--- src/rtl/cpu_run_ctrl.sv ---
// cpu_run_ctrl: reset/run/halt/timeout sequencer for a MIPS core.
// Optional macro RUN_CTRL_STALL_EN adds a stall input and a stall_count output.
`default_nettype none

module cpu_run_ctrl #(
  parameter int PC_W        = 32,
  parameter int CNT_W       = 32,
  parameter int RST_CYCLES  = 5,
  parameter int MAX_CYCLES  = 500,
  parameter int HALT_REPEAT = 4
) (
  input  logic             clk,
  input  logic             reset,
  input  logic [PC_W-1:0]  pc,
  input  logic             pc_valid,
`ifdef RUN_CTRL_STALL_EN
  input  logic             stall,
  output logic [CNT_W-1:0] stall_count,
`endif
  output logic             cpu_reset,
  output logic             running,
  output logic             done,
  output logic             timeout,
  output logic [CNT_W-1:0] cycle_count,
  output logic [CNT_W-1:0] retire_count,
  output logic [PC_W-1:0]  final_pc
);

  localparam int RST_W = $clog2(RST_CYCLES + 1);
  localparam int REP_W = $clog2(HALT_REPEAT + 1);
  localparam logic [RST_W-1:0] RST_LAST = RST_W'(RST_CYCLES - 1);
  localparam logic [CNT_W-1:0] CYC_LAST = CNT_W'(MAX_CYCLES - 1);
  localparam logic [REP_W-1:0] REP_HALT = REP_W'(HALT_REPEAT);

  typedef enum logic [1:0] {
    S_RST     = 2'd0,
    S_RUN     = 2'd1,
    S_HALT    = 2'd2,
    S_TIMEOUT = 2'd3
  } state_t;

  state_t            state_q, state_d;
  logic [RST_W-1:0]  rst_cnt_q, rst_cnt_d;
  logic [CNT_W-1:0]  cycle_q, cycle_d;
  logic [CNT_W-1:0]  retire_q, retire_d;
  logic [PC_W-1:0]   final_q, final_d;
  logic [PC_W-1:0]   last_pc_q, last_pc_d;
  logic [REP_W-1:0]  rep_q, rep_d;
  logic              first_q, first_d;
  logic [CNT_W-1:0]  stall_q, stall_d;
  logic              count_en;
  logic              halt_hit;
  logic [REP_W-1:0]  rep_next;

  always_ff @(posedge clk) begin
    if (reset) begin
      state_q   <= S_RST;
      rst_cnt_q <= '0;
      cycle_q   <= '0;
      retire_q  <= '0;
      final_q   <= '0;
      last_pc_q <= '0;
      rep_q     <= '0;
      first_q   <= 1'b1;
      stall_q   <= '0;
    end else begin
      state_q   <= state_d;
      rst_cnt_q <= rst_cnt_d;
      cycle_q   <= cycle_d;
      retire_q  <= retire_d;
      final_q   <= final_d;
      last_pc_q <= last_pc_d;
      rep_q     <= rep_d;
      first_q   <= first_d;
      stall_q   <= stall_d;
    end
  end

  // Stalled cycles do not consume the cycle budget.
`ifdef RUN_CTRL_STALL_EN
  assign count_en = ~stall;
`else
  assign count_en = 1'b1;
`endif

  always_comb begin
    state_d   = state_q;
    rst_cnt_d = rst_cnt_q;
    cycle_d   = cycle_q;
    retire_d  = retire_q;
    final_d   = final_q;
    last_pc_d = last_pc_q;
    rep_d     = rep_q;
    first_d   = first_q;
    stall_d   = stall_q;
    halt_hit  = 1'b0;
    rep_next  = rep_q;

    case (state_q)
      S_RST: begin
        rst_cnt_d = rst_cnt_q + RST_W'(1);
        if (rst_cnt_q == RST_LAST) begin
          state_d = S_RUN;
        end
      end
      S_RUN: begin
        if (count_en) begin
          cycle_d = cycle_q + CNT_W'(1);
        end else begin
          stall_d = stall_q + CNT_W'(1);
        end
        if (pc_valid) begin
          retire_d = retire_q + CNT_W'(1);
          first_d  = 1'b0;
          // The first retirement always reloads, so a first PC of 0 is not a repeat.
          if (!first_q && (pc == last_pc_q)) begin
            rep_next = rep_q + REP_W'(1);
          end else begin
            rep_next  = REP_W'(1);
            last_pc_d = pc;
          end
          rep_d    = rep_next;
          halt_hit = (rep_next == REP_HALT);
        end
        if (halt_hit) begin
          state_d = S_HALT;
          final_d = pc;
        end else if (count_en && (cycle_q == CYC_LAST)) begin
          state_d = S_TIMEOUT;
          final_d = last_pc_q;
        end
      end
      default: begin
      end
    endcase
  end

  assign cpu_reset    = (state_q == S_RST);
  assign running      = (state_q == S_RUN);
  assign done         = (state_q == S_HALT);
  assign timeout      = (state_q == S_TIMEOUT);
  assign cycle_count  = cycle_q;
  assign retire_count = retire_q;
  assign final_pc     = final_q;
`ifdef RUN_CTRL_STALL_EN
  assign stall_count  = stall_q;
`endif

endmodule

`default_nettype wire

--- config.mk ---
export PLATFORM = sky130hd
export DESIGN_NAME = cpu_run_ctrl
export DESIGN_NICKNAME = d
export VERILOG_FILES = /design/src/rtl/cpu_run_ctrl.sv
export SDC_FILE = /design/constraint.sdc
export NUM_CORES = 1
export LEC_CHECK = 0
export CORE_MARGIN = 2
export CORE_UTILIZATION = 30
export CTS_CLUSTER_DIAMETER = 50
export DETAILED_ROUTE_END_ITERATION = 10
export HOLD_SLACK_MARGIN = 0.1
export MAX_ROUTING_LAYER = met4
export SKIP_CTS_REPAIR_TIMING = 1
export SYNTH_ARGS = -nofsm -noshare
export SYNTH_HDL_FRONTEND = slang
export SYNTH_SLANG_ARGS = --single-unit
--- constraint.sdc ---
create_clock -name clk -period 3.3 [get_ports clk]
set_clock_uncertainty 0.15 [all_clocks]
set_input_delay 0.66 -clock clk [delete_from_list [all_inputs] [get_ports clk]]
set_output_delay 0.66 -clock clk [all_outputs]
set_load 0.1 [all_outputs]
Yosys cells after proc, flatten, opt, wreduce, memory -nomap -nowiden
Cells that the tools add are included.

Bits in writable memories: 0. Bits in latches: 0. Memories: 0. Output and inout port bits: 100. Bits in registers: 137. ROM bits: 0. Input bits: 35.

Bitwise gates (word level): 1. Shift-type cells: 0. Equal/unequal tests: 9. Reductions and logical operators: 9. Magnitude comparators: 0. $mul: 0. Div/mod/pow operators: 0. $add $sub $neg: 4. Mux-type cells: 11.

Operators with widths (number): 32-bit by 1-bit adder with 32-bit output (second input constant) (2); 32-bit 2-to-1 mux (2); 32-bit == test (1); 32-bit by 9-bit == test with 1-bit output (second input constant) (1); 3-bit 2-to-1 mux (3); 3-bit by 1-bit adder with 3-bit output (second input constant) (2); 3-bit == test (second input constant) (2); 2-bit 2-to-1 mux (3); 3-bit AND reduction (2); 2-bit == test (second input constant) (2); 2-bit one-hot mux with 2 select lines (1); 2-bit AND reduction (2); 2-bit nonzero test (2); 3-bit by 1-bit inequality test with 1-bit output (second input constant) (1); 2-bit by 1-bit == test with 1-bit output (second input constant) (1); 2-bit logical NOT (1); 1-bit 2-to-1 mux (2); 2-bit by 1-bit inequality test with 1-bit output (second input constant) (1); 1-bit logical AND (1); 1-bit logical NOT (1); 1-bit inverter (1).

Longest topological paths before layout
Depth in word-level cells: 10. Depth in mapped cells: 9.

Worst setup path before layout
Ideal clock, no wire load.

Path kind: register -> register. From: register cycle_q[5], in the netlist cycle_count[5]. To: register cycle_q[29], in the netlist cycle_count[29]. Cell stages (with the launch flop): 7. Data arrival time: 2.653 ns. Slack: 0.430 ns. Period minus slack after synthesis: 2.870 ns. Required time: 3.083 ns. Library setup time: 0.067 ns. Path through: dfxtp_1 -> nand4_1 -> or2_2 -> nor4_4 -> nand4_1 -> xor2_1 -> nor2_1.

Longest elaborated chain between the ends: 1.

RTL lines: from (decl) (line 44) `logic [CNT_W-1:0] cycle_q, cycle_d;`; from (signal assigned) (line 69) `cycle_q <= cycle_d;`; 32-bit by 1-bit adder with 32-bit output (line 108) `cycle_d = cycle_q + CNT_W'(1);`.

No other way between the ends. A chain may end at the register's enable or synchronous reset.

Worst setup path in the final report
From: input pc[17]. To: register final_q[8], in the netlist final_pc[8].

Longest elaborated chain between the ends: 10. Elaborated cells on any way between the ends: 11. Classes of those cells: 2 x eq/ne; 6 x mux; 3 x reduce/logical.

RTL lines: from (decl) (line 14) `input logic [PC_W-1:0] pc,`; 32-bit == test (*) (line 116) `if (!first_q && (pc == last_pc_q)) begin`; 1-bit logical AND (*) (line 116); 3-bit 2-to-1 mux (*) (line 116); 3-bit 2-to-1 mux (*) (line 112) `if (pc_valid) begin`; 3-bit 2-to-1 mux (*) (line 99) `case (state_q)`; 3-bit == test (*) (line 123) `halt_hit = (rep_next == REP_HALT);`; 1-bit 2-to-1 mux (*) (line 112); 1-bit 2-to-1 mux (*) (line 99); 2-bit nonzero test (no line); 2-bit AND reduction (no line); to (signal assigned) (line 71) `final_q <= final_d;`; to (decl) (line 46) `logic [PC_W-1:0] final_q, final_d;`.

Every way passes the cells marked *; elsewhere a longest branch is shown, timed or not. The select of a mux whose other input is x is not followed.

==> summary.txt <==
switching share of power = 24.13%
Post-Synthesis Cells = 712
# setup viols final = 0
Max stage delay cell, worst path = clkdlybuf4s50_1
CP endpoint kind = flip-flop
Reg clk slew, reported paths = 60 ps
GRT Overall Usage = 15.58%
clk root buf = clkbuf_16
RSZ-0062 raised after global routing = no
H-tree levels = 4
min cycle time layout = 2649 ps
Cell variety after synth = 48
Syn Nets = 752
TritonCTS clock tree = built
Post-synth ARST share = 0%
fin util = 39.30%
# IOs = 135
Flop pwr share = 45.6%
commonest cells after routing, fill and taps aside = dfxtp_1, buf_4, a21oi_1
largest fanout on the critical path = 20
register area share after synthesis = 43.36%
core area = 20,890 µm²
Avg WL per Cell = 15.10 µm
antenna-violating nets left = 0
Slew Limit Fails = 0
clock latency at the later pin of the worst-skew pair = 420 ps
Initial Util = 30.28%
hold crit path type = flip-flop to flip-flop
Fin. Hold Viols = 0
delay-heaviest family, CP = buffers and inverters
Final #Nets = 872
final setup TNS = 0 ps
initial antenna violation count = 1
routability cong. = 0.7988
MaxCap Viol Count = 0
drt initial violations = 277
Cell Chain, Critical Path = clkdlybuf4s50_1 > nor2b_1 > a2111oi_1 > nand4_1 > nor4_4 > buf_4 > o21ai_0 > a21oi_1
WP buf/inv = 2
routed vias/inst = 4.835
Synth Area per Inst = 8.883 µm²
Slew @ Worst Pin = 534.4 ps
vias in the first global route = 5,035
Switch Pwr = 0.8922 mW
Post-synth EDFFs = 0
Power Internal = 2.805 mW
P&R area growth vs syn = 29.79%
largest net degree at the start of global routing = 52
Fmax = 0.3776 GHz
Critical Path RT = 3500 ps
clk sinks = 137
Clk network pwr share = 49.2%
Main synth FF type = dfxtp_1
Port Buffers = 134
Residual DRC = 0
Leak = 3.117 nW
CP peak stage delay = 530 ps
WL final = 16,930 µm
vias = 5,420
status = finished clean
power density cells = 450.4 nW/µm²
register bit total from synthesis = 137
mapped cell area = 6325 µm²
Synth warnings = 0
Arrival @ worst endpoint = 2840 ps
Row Count = 53
Logic pwr share = 5.2%
period utilization = 80.26%
remaining global-route overflow = 0
Die X = 149.2 µm
drt pass-1 iters = 5
die footprint = 22,260 µm²
share of cells above drive strength 1 = 19.41%
global-route wire length before repair = 26,720 µm
Die Span Y = 149.2 µm
most common cell after layout, fill and taps aside = dfxtp_1
Detailed Place HPWL = 11,530 µm
Max-Slew Margin vs Limit = 64.10%
CP Launch Type = primary input
total chip power = 3.698 mW
CTS max path bufs = 2
cts bufs inserted = 17
Worst VDD drop = 0.3814 mV
Crit Path Class = primary input to flip-flop
[final cells by class]
type	instances	area, µm²
Clock buffer	18	439.2
Multi-Input combinational cell	515	3286
Tap cell	275	344.1
Sequential cell	137	2743
Inverter	13	48.80
Clock inverter	14	127.6
Antenna cell	1	2.502
Fill cell	2135	12680
Timing Repair Buffer	148	1219
[power groups by stage]
stage	clock [mW]	combinational, mW	sequential (mW)
floorplan	0	0.0971	1.73
global placement	0	0.194	1.72
detailed placement	0	0.194	1.72
CTS	1.87	0.195	1.68
global route	1.93	0.210	1.69
finish	1.82	0.193	1.68
[stage by stage]
step | setup slack [ps] | std cells | area [µm²] | hold slack (ps)
finish | 651.4 | 1121 | 8209 | 303.7
global route | 424.7 | 1121 | 8209 | 328.7
CTS | 649.2 | 1120 | 8207 | 305.7
detailed placement | 206.6 | 1088 | 7640 | 294.3
global placement | 248.0 | 1088 | 7640 | 285.4
floorplan | 429.8 | 712 | 6325 | 277.3
[final timing paths]
path                  from           to  slack (ps)  depth (start not counted)
setup reg to reg  rep_q[0]  final_pc[8]         960                          8
hold / removal     first_q      first_q         300                          1
setup / recovery    pc[17]  final_pc[8]         650                          8
hold reg to reg    first_q      first_q         300                          1
[cell usage after synthesis, drive strengths merged, types with 4 or more instances]
master  number  area, µm²
dfxtp      137       2743
a21oi       72      360.4
o21ai       69      345.3
nor2        67      251.5
xor2        63      551.8
nand3b      62      465.5
clkbuf      29      116.4
nand2       28      107.6
nand3       23      120.1
nand4       21      152.6
buf         18      137.6
xnor2       18      157.7
nor4        15      187.7
inv         13      48.80
nor3        10      55.05
or3         10      62.56
nor2b        9      56.30
nand2b       7      43.79
and3         6      37.54
and4         5      43.79
ha           5      62.56
or2          4      25.03
[registers in the layout (all words and copies together), names as in the netlist]
signal        cells
cycle_count      32
final_pc         32
first_q           1
last_pc_q        32
rep_q             3
retire_count     32
rst_cnt_q         3
state_q           2
[cell families after synthesis]
| kind of cell | Yosys count | synth area share [%] |
|---|---|---|
| buffers and inverters | 60 | 4.787 |
| adders and majority gates | 5 | 0.9891 |
| DFF | 137 | 43.36 |
| xor gates and xnor gates | 81 | 11.22 |
| AOI/OAI and AO/OA | 153 | 12.82 |
| and+or+nand+nor | 275 | 26.67 |
| muxes | 1 | 0.1583 |
[routing by layer]
| metal | vias to the layer above | track usage, % | share of wire, % |
|---|---|---|---|
| met5 | - | - | 0 |
| met4 | 0 | 4.524 | 0.81 |
| met3 | 11 | 3.578 | 5.4 |
| li1 | 2740 | - | - |
| met2 | 152 | 23.64 | 46 |
| met1 | 2517 | 20.77 | 48 |
(Power assumes the default switching activity.)
